`config.mk`:
```
export PLATFORM = sky130hd
export DESIGN_NAME = shift_unit_pipe
export DESIGN_NICKNAME = d
export VERILOG_FILES = /design/src/rtl/shift_unit_pipe.sv
export SDC_FILE = /design/constraint.sdc
export NUM_CORES = 1
export LEC_CHECK = 0
export CORE_MARGIN = 2
export CORE_UTILIZATION = 40
export DETAILED_ROUTE_END_ITERATION = 12
export GPL_TIMING_DRIVEN = 0
export PLACE_DENSITY = 0.58
export SLEW_MARGIN = 20
export SYNTH_ARGS = -nofsm -noshare
export SYNTH_HDL_FRONTEND = slang
export SYNTH_SLANG_ARGS = --single-unit
```
`constraint.sdc`:
```
create_clock -name clk -period 6.8 [get_ports clk]
set_input_delay 1.02 -clock clk [delete_from_list [all_inputs] [get_ports clk]]
set_output_delay 1.02 -clock clk [all_outputs]
set_load 0.01 [all_outputs]
```
`src/rtl/shift_unit_pipe.sv`:
```
// Pipelined barrel shifter (SLL/SRL/SRA) with a valid/ready handshake, a global stall and tag pass-through.
// Optional rotate-right on mode 11 when SHIFT_UNIT_ROTATE_EN is defined; otherwise mode 11 acts as SLL.
module shift_unit_pipe #(
    parameter int N     = 32,
    parameter int LPS   = 1,
    parameter int TAG_W = 5,
    localparam int K    = $clog2(N),
    localparam int L    = (K + LPS - 1) / LPS
) (
    input  logic             clk,
    input  logic             rst,
    input  logic             in_valid,
    output logic             in_ready,
    input  logic [N-1:0]     a,
    input  logic [K-1:0]     b,
    input  logic [1:0]       mode,
    input  logic [TAG_W-1:0] tag_in,
    output logic             out_valid,
    input  logic             out_ready,
    output logic [N-1:0]     r,
    output logic [TAG_W-1:0] tag_out
);

    // One mux level: shift/rotate by sh; the SRA fill uses the sign captured at issue.
    function automatic logic [N-1:0] level_shift(input logic [N-1:0] d, input int unsigned sh,
                                                 input logic [1:0] m, input logic sgn);
        logic [N-1:0] res;
        case (m)
            2'b01:   res = d >> sh;
            2'b10:   res = (d >> sh) | (~({N{1'b1}} >> sh) & {N{sgn}});
`ifdef SHIFT_UNIT_ROTATE_EN
            2'b11:   res = (d >> sh) | (d << (N - sh));
`endif
            default: res = d << sh;
        endcase
        return res;
    endfunction

    logic stall;

    assign stall     = g_stage[L-1].valid_q && !out_ready;
    assign in_ready  = !stall;
    assign out_valid = g_stage[L-1].valid_q;
    assign r         = g_stage[L-1].data_q;
    assign tag_out   = g_stage[L-1].tag_q;

    for (genvar s = 0; s < L; s++) begin : g_stage
        logic             src_valid;
        logic [N-1:0]     src_data;
        logic [K-1:0]     src_b;
        logic [1:0]       src_mode;
        logic             src_sign;
        logic [TAG_W-1:0] src_tag;
        logic [N-1:0]     shifted;
        logic             valid_q, valid_d;
        logic [N-1:0]     data_q, data_d;
        logic [TAG_W-1:0] tag_q, tag_d;

        if (s == 0) begin : g_src_in
            assign src_valid = in_valid;
            assign src_data  = a;
            assign src_b     = b;
            assign src_mode  = mode;
            assign src_sign  = (mode == 2'b10) && a[N-1];
            assign src_tag   = tag_in;
        end else begin : g_src_prev
            assign src_valid = g_stage[s-1].valid_q;
            assign src_data  = g_stage[s-1].data_q;
            assign src_b     = g_stage[s-1].g_ctl.b_q;
            assign src_mode  = g_stage[s-1].g_ctl.mode_q;
            assign src_sign  = g_stage[s-1].g_ctl.sign_q;
            assign src_tag   = g_stage[s-1].tag_q;
        end

        // Apply this stage's LPS mux levels; levels past K-1 do not exist.
        always_comb begin
            logic [K-1:0] b_sh;
            shifted = src_data;
            b_sh    = '0;
            for (int l = 0; l < LPS; l++) begin
                if ((s * LPS + l) < K) begin
                    b_sh = src_b >> (s * LPS + l);
                    if (b_sh[0]) begin
                        shifted = level_shift(shifted, 32'd1 << (s * LPS + l), src_mode, src_sign);
                    end else begin
                        shifted = shifted;
                    end
                end else begin
                    shifted = shifted;
                end
            end
        end

        // Stall freezes every stage; otherwise bubbles and data advance alike.
        always_comb begin
            valid_d = valid_q;
            data_d  = data_q;
            tag_d   = tag_q;
            if (stall) begin
                valid_d = valid_q;
                data_d  = data_q;
                tag_d   = tag_q;
            end else begin
                valid_d = src_valid;
                data_d  = shifted;
                tag_d   = src_tag;
            end
        end

        // Stage register for valid, data and tag.
        always_ff @(posedge clk or posedge rst) begin
            if (rst) begin
                valid_q <= 1'b0;
                data_q  <= '0;
                tag_q   <= '0;
            end else begin
                valid_q <= valid_d;
                data_q  <= data_d;
                tag_q   <= tag_d;
            end
        end

        // Shift controls are only needed by later stages, so the last stage drops them.
        if (s < L - 1) begin : g_ctl
            logic [K-1:0] b_q, b_d;
            logic [1:0]   mode_q, mode_d;
            logic         sign_q, sign_d;

            // Hold or advance the remaining shift controls with the data.
            always_comb begin
                b_d    = b_q;
                mode_d = mode_q;
                sign_d = sign_q;
                if (stall) begin
                    b_d    = b_q;
                    mode_d = mode_q;
                    sign_d = sign_q;
                end else begin
                    b_d    = src_b;
                    mode_d = src_mode;
                    sign_d = src_sign;
                end
            end

            // Control register travelling alongside the stage data.
            always_ff @(posedge clk or posedge rst) begin
                if (rst) begin
                    b_q    <= '0;
                    mode_q <= 2'b00;
                    sign_q <= 1'b0;
                end else begin
                    b_q    <= b_d;
                    mode_q <= mode_d;
                    sign_q <= sign_d;
                end
            end
        end
    end

endmodule

```
* Word-level counts from Yosys, hierarchy flattened
Index checks and enable logic that the tools add are counted.
** Word-level totals
- Flip-flop bits (word level) :: 222
- Word-level logic and storage cells :: 56
- Output and inout bits :: 39
** Cells by class
- Equal/unequal tests :: 10
- Bitwise gates (word level) :: 5
- Reductions and logical operators :: 4
- Muxes and demuxes :: 10
** Operators by type and width (count)
- 32-bit case mux with 2 select lines :: 5
- 32-bit two-way mux :: 5
- 16-bit by 32-bit bitwise OR with 32-bit output :: 1
- 24-bit by 32-bit bitwise OR with 32-bit output :: 1
- 28-bit by 32-bit bitwise OR with 32-bit output :: 1
- 30-bit by 32-bit bitwise OR with 32-bit output :: 1
- 31-bit by 32-bit bitwise OR with 32-bit output :: 1
- 2-bit by 1-bit == test with 1-bit output (second input constant) :: 5
- 2-bit == test (second input constant) :: 5
- 1-bit logical AND :: 2
- 1-bit logical NOT :: 2

* Logic depth before layout (Yosys ltp)
- Depth in word-level cells :: 5
- Mapped depth :: 8
- Gate-level depth less buffers :: 5

* Worst setup path after synthesis
Ideal clock, no wire load.
- Kind :: input-to-output
- From :: input out_ready
- To :: output in_ready
- Cell stages on the path :: 4
- Path slack :: 4264 ps
- Required time :: 5780 ps
- Arrival time :: 1516 ps
- Cells stage by stage :: nor2b_4 inv_4 buf_2 buf_2
** On the way
- Word-level cells in the longest chain between the ends :: 3
** Ends and longest elaborated chain
- from (decl) :: line 19 : input logic out_ready,
- 1-bit logical NOT :: line 41 : assign stall = g_stage[L-1].valid_q && !out_ready;
- 1-bit logical AND :: line 41
- 1-bit logical NOT :: line 42 : assign in_ready = !stall;
- to (decl) :: line 13 : output logic in_ready,
Every way passes these cells.

* Final worst setup path
Ends and elaborated chain as after synthesis.

==> key figures <==
STA
  • Final setup violation count: 0
  • Worst-Margin Slew: 0.7861 ns
  • Crit share post-route: 59.51%
  • RSZ-0062 raised after global routing: false
  • Max-slew violations: 0
  • Setup Skew: 0.008905 ns
  • Fin crit period: 4.047 ns
  • Max Freq: 247.1 MHz
  • Slew Limit Headroom: 47.60%
  • Hold Vio Cnt, Final: 0
  • Setup slack after layout: 2.753 ns
  • Setup tns final: 0 ns

Drt
  • Wire length per cell: 18.95 microns
  • DRT iter0 DRCs: 688
  • Final wirelength: 34.46 mm
  • Drt first pass iters: 5
  • Vias: 9648
  • Via density: 5.307
  • DRC viols: 0
  • DRT antenna net count: 0

Global routing
  • Grt ovf: 0
  • Vias in the first global route: 9718
  • GR Util All Layers: 24.16%
  • Initial antenna violation count: 0
  • Largest net degree at the start of global routing: 32
  • Global-route wire length before repair: 54.68 mm

Clock tree
  • CTS Sinks: 212
  • Root buf cell: clkbuf_16
  • CTS Buf Count: 24
  • Max Root-Sink Buffers: 3
  • Postcts setup bufs: 0
  • Clock slew at reported path FFs: 0.05 ns
  • Clock Latency Late Sink: 0.52 ns
  • CTS resizes: 0
  • CTS tree: done
  • H-tree depth: 1
  • Hold_buf cts: 0

Final layout
  • Layout cells sized above 1: 9.861%
  • Antenna cell count: 0
  • Area Overhead vs Synth: 20.18%
  • Nets: 1483

Setup path
  • Crit path kind: primary input to primary output
  • CP Capture Type: primary output
  • Critical path's slowest cell: clkdlybuf4s50_1
  • WP data required: 5.78 ns
  • CP arrival: 3.03 ns
  • Crit path largest cell delay: 0.59 ns
  • CP cell instances: clkdlybuf4s50_1 > nor2b_4 > inv_4 > buf_2 > buf_2 > clkdlybuf4s50_1
  • CP Launch Type: primary input
  • Crit path max fanout: 10

Yosys
  • Syn. warnings: 0
  • Post-synth ARST share: 100.0%
  • Syn_nets: 1365
  • Synth top area cells: dfrtp_1, nand2_1, o311a_1, o21ai_1, inv_1
  • Synth Register Bits: 212
  • Synth Flop Type: dfrtp_1
  • Mapped cell area: 11130 sq um
  • Area leader, netlist: dfrtp_1
  • Syn_area_per_cell: 8.515 sq um
  • Yosys cell types: 35
  • Register area share after synthesis: 47.67%
  • Synth Instances: 1307
  • EDFF count, synth: 0
  • Yosys top cell area share: 47.67%
  • Most common cell in the netlist: nand2_1
  • Commonest cells in the netlist: nand2_1, dfrtp_1, o21ai_1

Place
  • Post-DP HPWL: 27.59 mm
  • Pre-CTS WS: 2.763 ns
  • Port Buffers: 85
  • Placer Congestion: 1.002

Floorplanning
  • Die height: 170.8 microns
  • Die ar.: 29170 sq um
  • Boundary pin count: 87
  • Starting Density: 40.39%
  • Row count: 61
  • Core Area: 27550 sq um
  • Die width: 170.8 microns

Pwr
  • Sequential power share: 34.9%
  • Leak pwr: 6.151 nW
  • PwrDens: 502.9 nW/um^2
  • Power share of the clock group: 19.0%
  • P_sw: 2.858 mW
  • Sw frac: 42.49%
  • Worst IR Drop VDD: 0.0002028 V
  • Logic pwr share: 46.1%
  • Pint: 3.868 mW

Flow run
  • Max-cap violations: 0

Run status
  • Outcome: complete, no violations

Min path
  • Worst Hold Class: flip-flop to flip-flop
[state kept, by name, indices dropped and copies added, names as in the netlist]
name                  cells
g_stage.data_q          128
g_stage.g_ctl.b_q        10
g_stage.g_ctl.mode_q      8
g_stage.g_ctl.sign_q      4
g_stage.tag_q            20
g_stage.valid_q           4
out_valid                 1
r                        32
tag_out                   5
[through the flow]
stage          cells  cell area (sq um)  util (%)  total power [mW]  hold slack, ns
2_1_floorplan   1307              11130         -             4.268          0.4300
3_3_place_gp    1770              12460     45.21             5.386          0.4441
3_5_place_dp    1777              12600     45.75             5.437          0.4531
4_1_cts         1818              13380     48.54             6.731          0.4674
5_1_grt         1818              13380     48.54             7.203          0.4845
6_report        1818              13380     48.54             6.727          0.4633
[layout by cell type (no fill, tap or decap), types with 6 or more instances in the layout]
cell type	count
buf_2	72
o21ai_1	117
inv_1	100
nand2b_1	17
a21oi_1	22
a32oi_1	8
buf_12	6
a31oi_1	30
ha_1	10
o22ai_1	60
nor2_1	40
nand2_1	316
buf_4	11
clkbuf_16	25
clkbuf_1	37
o21ai_0	75
o2111ai_1	16
clkdlybuf4s50_1	85
nor2b_1	7
and3_1	30
o311a_1	89
nand3_1	17
buf_6	11
dfrtp_1	212
[power by group through the flow]
| stage | logic (mW) | registers (mW) | clock network, mW |
|---|---|---|---|
| CTS | 3.09 | 2.34 | 1.30 |
| detailed placement | 3.08 | 2.36 | 0 |
| global placement | 3.04 | 2.35 | 0 |
| global route | 3.43 | 2.41 | 1.36 |
| finish | 3.10 | 2.35 | 1.28 |
| floorplan | 2.05 | 2.22 | 0 |
[routing by layer]
metal / vias to the layer above / global-route usage (%) / wire (microns)
met3: 71 / 2.313 / 1307
met5: - / 0 / 0
met2: 248 / 41.03 / 16490
li1: 4799 / - / -
met1: 4530 / 31.50 / 15280
met4: 0 / 10.44 / 1371
[worst paths after layout]
path,start,to,slack (ns),cells after the start
worst max-delay path,out_ready,in_ready,2.75,6
worst min-delay path,g_stage[0].tag_q[3],g_stage[0].tag_q[3],0.46,2
worst max register to register,g_stage[1].g_ctl.mode_q[0],g_stage[2].data_q[21],4.96,7
worst min register to register,g_stage[0].tag_q[3],g_stage[0].tag_q[3],0.46,2
max in group asynchronous,rst,g_stage[3].tag_q[1],4.65,6
min in group asynchronous,rst,r[2],0.93,2
[logic make-up (layout without fill, tap and decap cells)]
group,after synthesis,after routing,share of synthesized area (%)
adder cells (fa/ha/maj),10,10,1.124
AND/OR/NAND/NOR,436,436,16.57
flip-flops,212,212,47.67
buffers and inverters,226,359,9.567
AO/OA/AOI/OAI,423,423,25.07
[final cells by class]
cell class | count | area [sq um]
buffer | 122 | 671.9
clock buffer | 37 | 700.7
clock inverter | 4 | 70.07
fill | 2770 | 14180
inverter | 104 | 396.6
multi-input combinational | 869 | 4760
sequential | 212 | 5305
tap | 378 | 473.0
timing repair buffer | 92 | 998.5
[critical path, delay by kind of cell]
kind,cells,cell delay (ns)
and+or+nand+nor,1,0.06
buffers and inverters,5,1.94
Note: power is estimated with default switching activity, not from simulation.
